File: src/rtl/layer3_argmax.sv
// -----------------------------------------------------------------------------
// layer3_argmax
//   Picks the winning node of a 16-node ReLU layer. A start request waits
//   SETTLE_CYCLES edges for the node outputs to settle, snapshots all sixteen
//   values, then scans entries 1..15 one per cycle against a running maximum
//   seeded with entry 0. The result is published with a one-cycle done pulse
//   and held until the next pulse.
//
// Ports
//   clk        : single clock, rising edge
//   reset      : synchronous active-high reset
//   start      : classification request, honoured only while idle
//   N0x..N15x  : 8-bit unsigned node outputs
//   busy       : high whenever the engine is not idle
//   done       : one-cycle pulse marking a fresh result
//   class_id   : index of the winning node (lowest index wins on a tie)
//   class_max  : value of the winning node
// -----------------------------------------------------------------------------
module layer3_argmax #(
    parameter int unsigned SETTLE_CYCLES = 3
) (
    input  logic       clk,
    input  logic       reset,
    input  logic       start,
    input  logic [7:0] N0x,
    input  logic [7:0] N1x,
    input  logic [7:0] N2x,
    input  logic [7:0] N3x,
    input  logic [7:0] N4x,
    input  logic [7:0] N5x,
    input  logic [7:0] N6x,
    input  logic [7:0] N7x,
    input  logic [7:0] N8x,
    input  logic [7:0] N9x,
    input  logic [7:0] N10x,
    input  logic [7:0] N11x,
    input  logic [7:0] N12x,
    input  logic [7:0] N13x,
    input  logic [7:0] N14x,
    input  logic [7:0] N15x,
    output logic       busy,
    output logic       done,
    output logic [3:0] class_id,
    output logic [7:0] class_max
);

    typedef enum logic [1:0] {
        ST_IDLE = 2'd0,
        ST_WAIT = 2'd1,
        ST_SCAN = 2'd2,
        ST_DONE = 2'd3
    } state_t;

    // Settle counter value on the snapshot edge.
    localparam logic [3:0] SETTLE_LAST = 4'(SETTLE_CYCLES - 1);

    state_t     state_r;
    state_t     state_nxt_s;
    logic [3:0] settle_r;
    logic [3:0] scan_idx_r;
    logic       scan_end_r;     // entry 15 has been compared
    logic [7:0] snap_r [16];
    logic [7:0] run_max_r;
    logic [3:0] run_idx_r;
    logic [3:0] class_id_r;
    logic [7:0] class_max_r;

    logic [7:0] node_s [16];
    logic       settle_last_s;
    logic [7:0] entry_s;
    logic       entry_gt_s;

    assign node_s[0]  = N0x;
    assign node_s[1]  = N1x;
    assign node_s[2]  = N2x;
    assign node_s[3]  = N3x;
    assign node_s[4]  = N4x;
    assign node_s[5]  = N5x;
    assign node_s[6]  = N6x;
    assign node_s[7]  = N7x;
    assign node_s[8]  = N8x;
    assign node_s[9]  = N9x;
    assign node_s[10] = N10x;
    assign node_s[11] = N11x;
    assign node_s[12] = N12x;
    assign node_s[13] = N13x;
    assign node_s[14] = N14x;
    assign node_s[15] = N15x;

    assign settle_last_s = (settle_r == SETTLE_LAST);
    assign entry_s       = snap_r[scan_idx_r];
    // Strictly greater keeps the lower index on ties.
    assign entry_gt_s    = (entry_s > run_max_r);

    assign busy      = (state_r != ST_IDLE);
    assign done      = (state_r == ST_DONE);
    assign class_id  = class_id_r;
    assign class_max = class_max_r;

    // State register.
    always_ff @(posedge clk) begin
        if (reset) begin
            state_r <= ST_IDLE;
        end else begin
            state_r <= state_nxt_s;
        end
    end

    // Next-state logic; start is only looked at while idle.
    always_comb begin
        state_nxt_s = state_r;
        case (state_r)
            ST_IDLE: begin
                if (start) begin
                    state_nxt_s = ST_WAIT;
                end else begin
                    state_nxt_s = ST_IDLE;
                end
            end
            ST_WAIT: begin
                if (settle_last_s) begin
                    state_nxt_s = ST_SCAN;
                end else begin
                    state_nxt_s = ST_WAIT;
                end
            end
            ST_SCAN: begin
                // One extra SCAN cycle after entry 15 publishes the result.
                if (scan_end_r) begin
                    state_nxt_s = ST_DONE;
                end else begin
                    state_nxt_s = ST_SCAN;
                end
            end
            ST_DONE: begin
                state_nxt_s = ST_IDLE;
            end
            default: begin
                state_nxt_s = ST_IDLE;
            end
        endcase
    end

    // Counters, snapshot, running max/index and published result.
    always_ff @(posedge clk) begin
        if (reset) begin
            settle_r    <= 4'd0;
            scan_idx_r  <= 4'd0;
            scan_end_r  <= 1'b0;
            run_max_r   <= 8'd0;
            run_idx_r   <= 4'd0;
            class_id_r  <= 4'd0;
            class_max_r <= 8'd0;
            for (int i = 0; i < 16; i++) begin
                snap_r[i] <= 8'd0;
            end
        end else begin
            case (state_r)
                ST_IDLE: begin
                    if (start) begin
                        settle_r <= 4'd0;
                    end
                end
                ST_WAIT: begin
                    if (settle_last_s) begin
                        for (int i = 0; i < 16; i++) begin
                            snap_r[i] <= node_s[i];
                        end
                        run_max_r  <= node_s[0];
                        run_idx_r  <= 4'd0;
                        scan_idx_r <= 4'd1;
                        scan_end_r <= 1'b0;
                    end else begin
                        settle_r <= settle_r + 4'd1;
                    end
                end
                ST_SCAN: begin
                    if (!scan_end_r) begin
                        if (entry_gt_s) begin
                            run_max_r <= entry_s;
                            run_idx_r <= scan_idx_r;
                        end
                        // Index parks at 15 rather than wrapping.
                        if (scan_idx_r == 4'd15) begin
                            scan_end_r <= 1'b1;
                        end else begin
                            scan_idx_r <= scan_idx_r + 4'd1;
                        end
                    end else begin
                        class_id_r  <= run_idx_r;
                        class_max_r <= run_max_r;
                    end
                end
                ST_DONE: begin
                    scan_end_r <= 1'b0;
                end
                default: begin
                    scan_end_r <= 1'b0;
                end
            endcase
        end
    end

endmodule

File: config.mk
export PLATFORM = sky130hd
export DESIGN_NAME = layer3_argmax
export DESIGN_NICKNAME = d
export VERILOG_FILES = /design/src/rtl/layer3_argmax.sv
export SDC_FILE = /design/constraint.sdc
export NUM_CORES = 1
export LEC_CHECK = 0
export CORE_MARGIN = 2
export CORE_UTILIZATION = 52
export DETAILED_ROUTE_END_ITERATION = 6
export GPL_ROUTABILITY_DRIVEN = 0
export GPL_TIMING_DRIVEN = 0
export PLACE_DENSITY_LB_ADDON = 0.12
export SYNTH_ARGS = -nofsm -noshare
export SYNTH_HDL_FRONTEND = slang
export SYNTH_SLANG_ARGS = --single-unit
File: constraint.sdc
create_clock -name clk -period 14.3 [get_ports clk]
set_input_delay 2.86 -clock clk [delete_from_list [all_inputs] [get_ports clk]]
set_output_delay 2.86 -clock clk [all_outputs]
set_load 0.01 [all_outputs]
Yosys cells after proc, flatten, opt, wreduce, memory -nomap -nowiden

Memories as Yosys holds them, arrays and structs flattened. A register that Yosys moved wholly into a read port is not among the register bits.
Index checks and enable logic that the tools add are counted.

Bits in registers: 35
Bits in writable memories: 128
Input bits: 131
Output and inout port bits: 14
Logic and storage cells: 96
Memories: 1

$add $sub $neg: 2
Order comparisons: 1
Eq/ne operators: 11
Multiplexer cells: 47
Bitwise gates (word level): 16
Reduce and logical (&&, ||, !) cells: 10

Memory list:

| name   | words | bits a word | rd ports | clocked after Yosys merged registers in | wr ports | line | text |
|---|---|---|---|---|---|---|---|
| snap_r | 16    | 8           | 1        | 1                                       | 16       | 62   | `logic [7:0] snap_r [16];` |

Operator list:

| cell                | count |
|---|---|
| $mux 8              | 19 |
| $mux 4              | 10 |
| $pmux 4 s2          | 3 |
| $or 1x1->1          | 16 |
| $pmux 8 s2          | 1 |
| $ne 2x2->1 const B  | 6 |
| $mux 1              | 11 |
| $add 4x1->4 const B | 2 |
| $gt 8x8->1          | 1 |
| $pmux 2 s4          | 1 |
| $reduce_and 4->1    | 2 |
| $reduce_bool 2->1   | 3 |
| $eq 2x2->1 const B  | 2 |
| $eq 4x2->1 const B  | 1 |
| $eq 4x4->1 const B  | 1 |
| $reduce_and 2->1    | 2 |
| $pmux 1 s3          | 1 |
| $reduce_and 3->1    | 1 |
| $reduce_bool 3->1   | 1 |
| $eq 2x1->1 const B  | 1 |
| $logic_not 2->1     | 1 |
| $mux 2              | 1 |

Longest topological paths before layout

Depth in word-level cells: 6
Depth in mapped cells: 13
Depth with buffers taken out: 9

Worst setup path after synthesis

OpenSTA, ideal clock, no wires.

Path type: reg2reg
Start: register settle_r[0]
End: register with a tool-made name
Setup time: 0.546 ns
Data arrival time: 10.326 ns
Required time: 13.754 ns
Slack: 3.428 ns
Cell stages (with the launch flop): 6
Buffers on the path: 0
Clock period less this slack: 10.872 ns
Path through: dfxtp_1 inv_1 ha_1 or3b_2 o21ai_0 nor2_1

RTL lines:

| element                | line | text |
|---|---|---|
| from (decl)            | 59   | `logic [3:0] settle_r;` |
| from (signal assigned) | 174  | `settle_r <= settle_r + 4'd1;` |

==> summary.md <==
| Metric | Value |
|---|---|
| Status | `finished clean` |
| Leak pwr | `3.79 nW` |
| Power Density | `113 nW/um^2` |
| Inst Count DP | `891` |
| DRT iter0 DRCs | `547` |
| Period minus WS final | `4.89 ns` |
| WL per Instance | `20.9 um` |
| P&R area growth vs syn | `31.7%` |
| Synth top area cells | `edfxtp_1 (51%), dfxtp_1 (10%), mux4_2 (9.6%), and3_1 (6.7%), nor2b_1 (4.2%)` |
| Post-synth top area share | `51.2%` |
| Multi-input logic area | `2650 um^2` |
| Cell with the most instances after synthesis | `edfxtp_1` |
| TritonCTS Buffers | `17` |
| Fin. Hold Viols | `0` |
| Initial Util | `53.7%` |
| Most frequent cells after synthesis | `edfxtp_1 (128), and3_1 (81), nor2b_1 (50)` |
| Row cnt | `43` |
| Setup_tns | `0 ns` |
| IO Count | `145` |
| Die W | `124 um` |
| Post-synthesis cell area | `7510 um^2` |
| CTS Hold Bufs | `0` |
| Setup Buffers After CTS | `0` |
| Fin. max-slew vios | `0` |
| H-tree depth | `4` |
| Fmax | `0.204 GHz` |
| CP Class | `in -> reg` |
| Worst Skew | `0.00980 ns` |
| Remaining DRCs | `0` |
| TritonRoute pass-1 iters | `5` |
| Max-Cap Viols | `0` |
| Post-detail-place hpwl | `13,500 um` |
| Final wirelength | `19,300 um` |
| # fillers | `977` |
| Reg area | `4620 um^2` |
| Post-DRT Antenna Nets | `0` |
| Dominant cell type by area after synthesis | `edfxtp_1` |
| Top_reg_cell synth | `edfxtp_1` |
| Cell variety after synth | `44` |
| Clk buf depth | `2` |
| Initial antenna violation count | `0` |
| Grt ovf | `0` |
| PostCTS Resize Cnt | `0` |
| Routed length on met2 | `9440 um` |
| Max-slew headroom | `39.0%` |
| Fin nets | `872` |
| Final setup fails | `0` |
| Via count | `5,382` |
| CP endpoint kind | `flip-flop` |
| Uppermost layer routed | `met4` |
| Worst Hold Class | `reg -> reg` |
| Crit-path max FO | `31` |
| Clk pin slew, worst setup/hold paths | `0.06 ns` |
| Root buffer cell | `clkbuf_16` |
| Finished Layout Cells | `923` |
| Yosys warnings | `0` |
| Vias in the first global route | `5,525` |
| Share of layout cells above drive strength 1 | `11.6%` |
| Synthesized instance count | `563` |
| Worst skew pair latency | `0.42 ns` |
| Clk sink count | `167` |
| Synth Net Count | `705` |
| Period utilization | `34.2%` |
| Arrival @ worst endpoint | `5.06 ns` |
| Share of synthesized flip-flops with an asynchronous set or reset | `0%` |
| Worst EP required | `14.47 ns` |
| Sequential cell area fraction in the yosys report | `61.5%` |
| Vias per cell | `5.83` |
| Ant diodes | `0` |
| Post-synth EDFFs | `128` |
| DRT met1 WL | `7660 um` |
| DIE AREA | `15,400 um^2` |
| Maximum vdd ir drop | `0.0877 mV` |
| Slew @ Worst Pin | `0.911 ns` |
| Die Ht | `124 um` |
| Met3 WL post-DR | `1490 um` |
| GRT Util Overall | `25.6%` |
| Largest net degree at the start of global routing | `32` |
| Crit path launch type | `primary input` |
| Synth Register Bits | `167` |
| Average size of a mapped cell | `13.3 um^2` |
| Port-buffer cells | `144` |
| Core box area | `14,000 um^2` |
| RSZ-0062 raised after global routing | `false` |
| CTS tree | `done` |
| First-pass GRT wire length | `30,000 um` |
-- cells in the final DEF (no fill, tap or decap), drive strengths merged, types with 2 or more instances in the layout --
cell type	synthesis	final
ha	11	11
nand4	4	4
nor2	23	23
or2	3	3
clkinv	0	9
o22ai	14	14
clkbuf	29	47
edfxtp	128	128
and2	2	2
xor2	4	4
mux4	32	32
clkdlybuf4s50	0	144
a211oi	4	4
and3	81	81
mux2i	2	2
nand2b	4	4
inv	11	11
dfxtp	39	39
buf	15	19
a21oi	20	20
nand3	3	3
or3	2	2
or4b	4	4
o41ai	8	8
o211ai	4	4
nor2b	50	50
a31oi	7	7
o21ai	3	3
bufinv	0	5
nand2	45	45
-- per-layer routing --
layer,track usage (%),vias to the layer above
li1,-,2454
met2,40.8,254
met5,0,-
met3,7.23,52
met4,12.2,0
met1,32.6,2622
-- through the flow --
stage          setup slack, ns  power (mW)  utilization (%)  cell area (um^2)  hold slack (ns)
6_report                  9.41        1.11             70.7              9890            0.453
5_1_grt                   9.32        1.15             70.7              9890            0.483
4_1_cts                   9.46        1.12             70.7              9890            0.455
3_5_place_dp              9.03       0.637             66.3              9280            0.446
3_3_place_gp            0.0448       0.640             65.6              9180            0.442
2_1_floorplan             3.43       0.590                -              7510            0.427
-- power breakdown --
group	total, mW	switching, mW	internal, mW
clock	0.485	0.180	0.305
combinational	0.0823	0.0337	0.0486
sequential	0.546	0.00625	0.540
-- worst paths after layout --
kind	endpoint	slack, ns	start	cells past startpoint
max	snap_r[10][6]$_SDFFCE_PP0P_	9.41	reset	7
min	class_max[2]$_SDFFE_PP0P_	0.45	class_max[2]$_SDFFE_PP0P_	2
max reg2reg	run_max_r[5]$_SDFFE_PP0P_	10.63	flip-flop	13
min reg2reg	class_max[2]$_SDFFE_PP0P_	0.45	class_max[2]$_SDFFE_PP0P_	2
-- cells by family (layout without fill, tap and decap cells) --
| family | count (synthesis) | count (layout) | share of synthesized area (%) |
|---|---|---|---|
| mux | 34 | 34 | 9.86 |
| fa+ha+maj | 11 | 11 | 1.83 |
| buf+inv | 55 | 235 | 3.30 |
| flops | 167 | 167 | 61.5 |
| compound gates | 68 | 68 | 6.23 |
| xor+xnor | 4 | 4 | 0.466 |
| simple gates | 224 | 224 | 16.8 |
-- layout make-up --
type,instances,share of cell area [%]
Clock inverter,14,1.88
Inverter,11,0.417
Clock buffer,18,4.34
Buffer,44,2.09
Sequential cell,167,46.7
Timing Repair Buffer,148,15.5
Multi-Input combinational cell,341,26.8
Tap cell,180,2.28
-- flip-flops by register name (all words and copies together) (netlist names), named ones only --
name and cells:
scan_idx_r 4, run_idx_r 4, run_max_r 8, snap_r 128
state_r 1, scan_end_r 1, class_id 4, class_max 8
settle_r 4
-- worst max-delay path: stages --
cell	delay [ns]
clkdlybuf4s50_1	0.43
inv_1	0.24
clkbuf_1	0.47
o21ai_4	0.38
buf_12	0.29
buf_16	0.17
buf_12	0.18
Power figures use the tool's default switching activity.
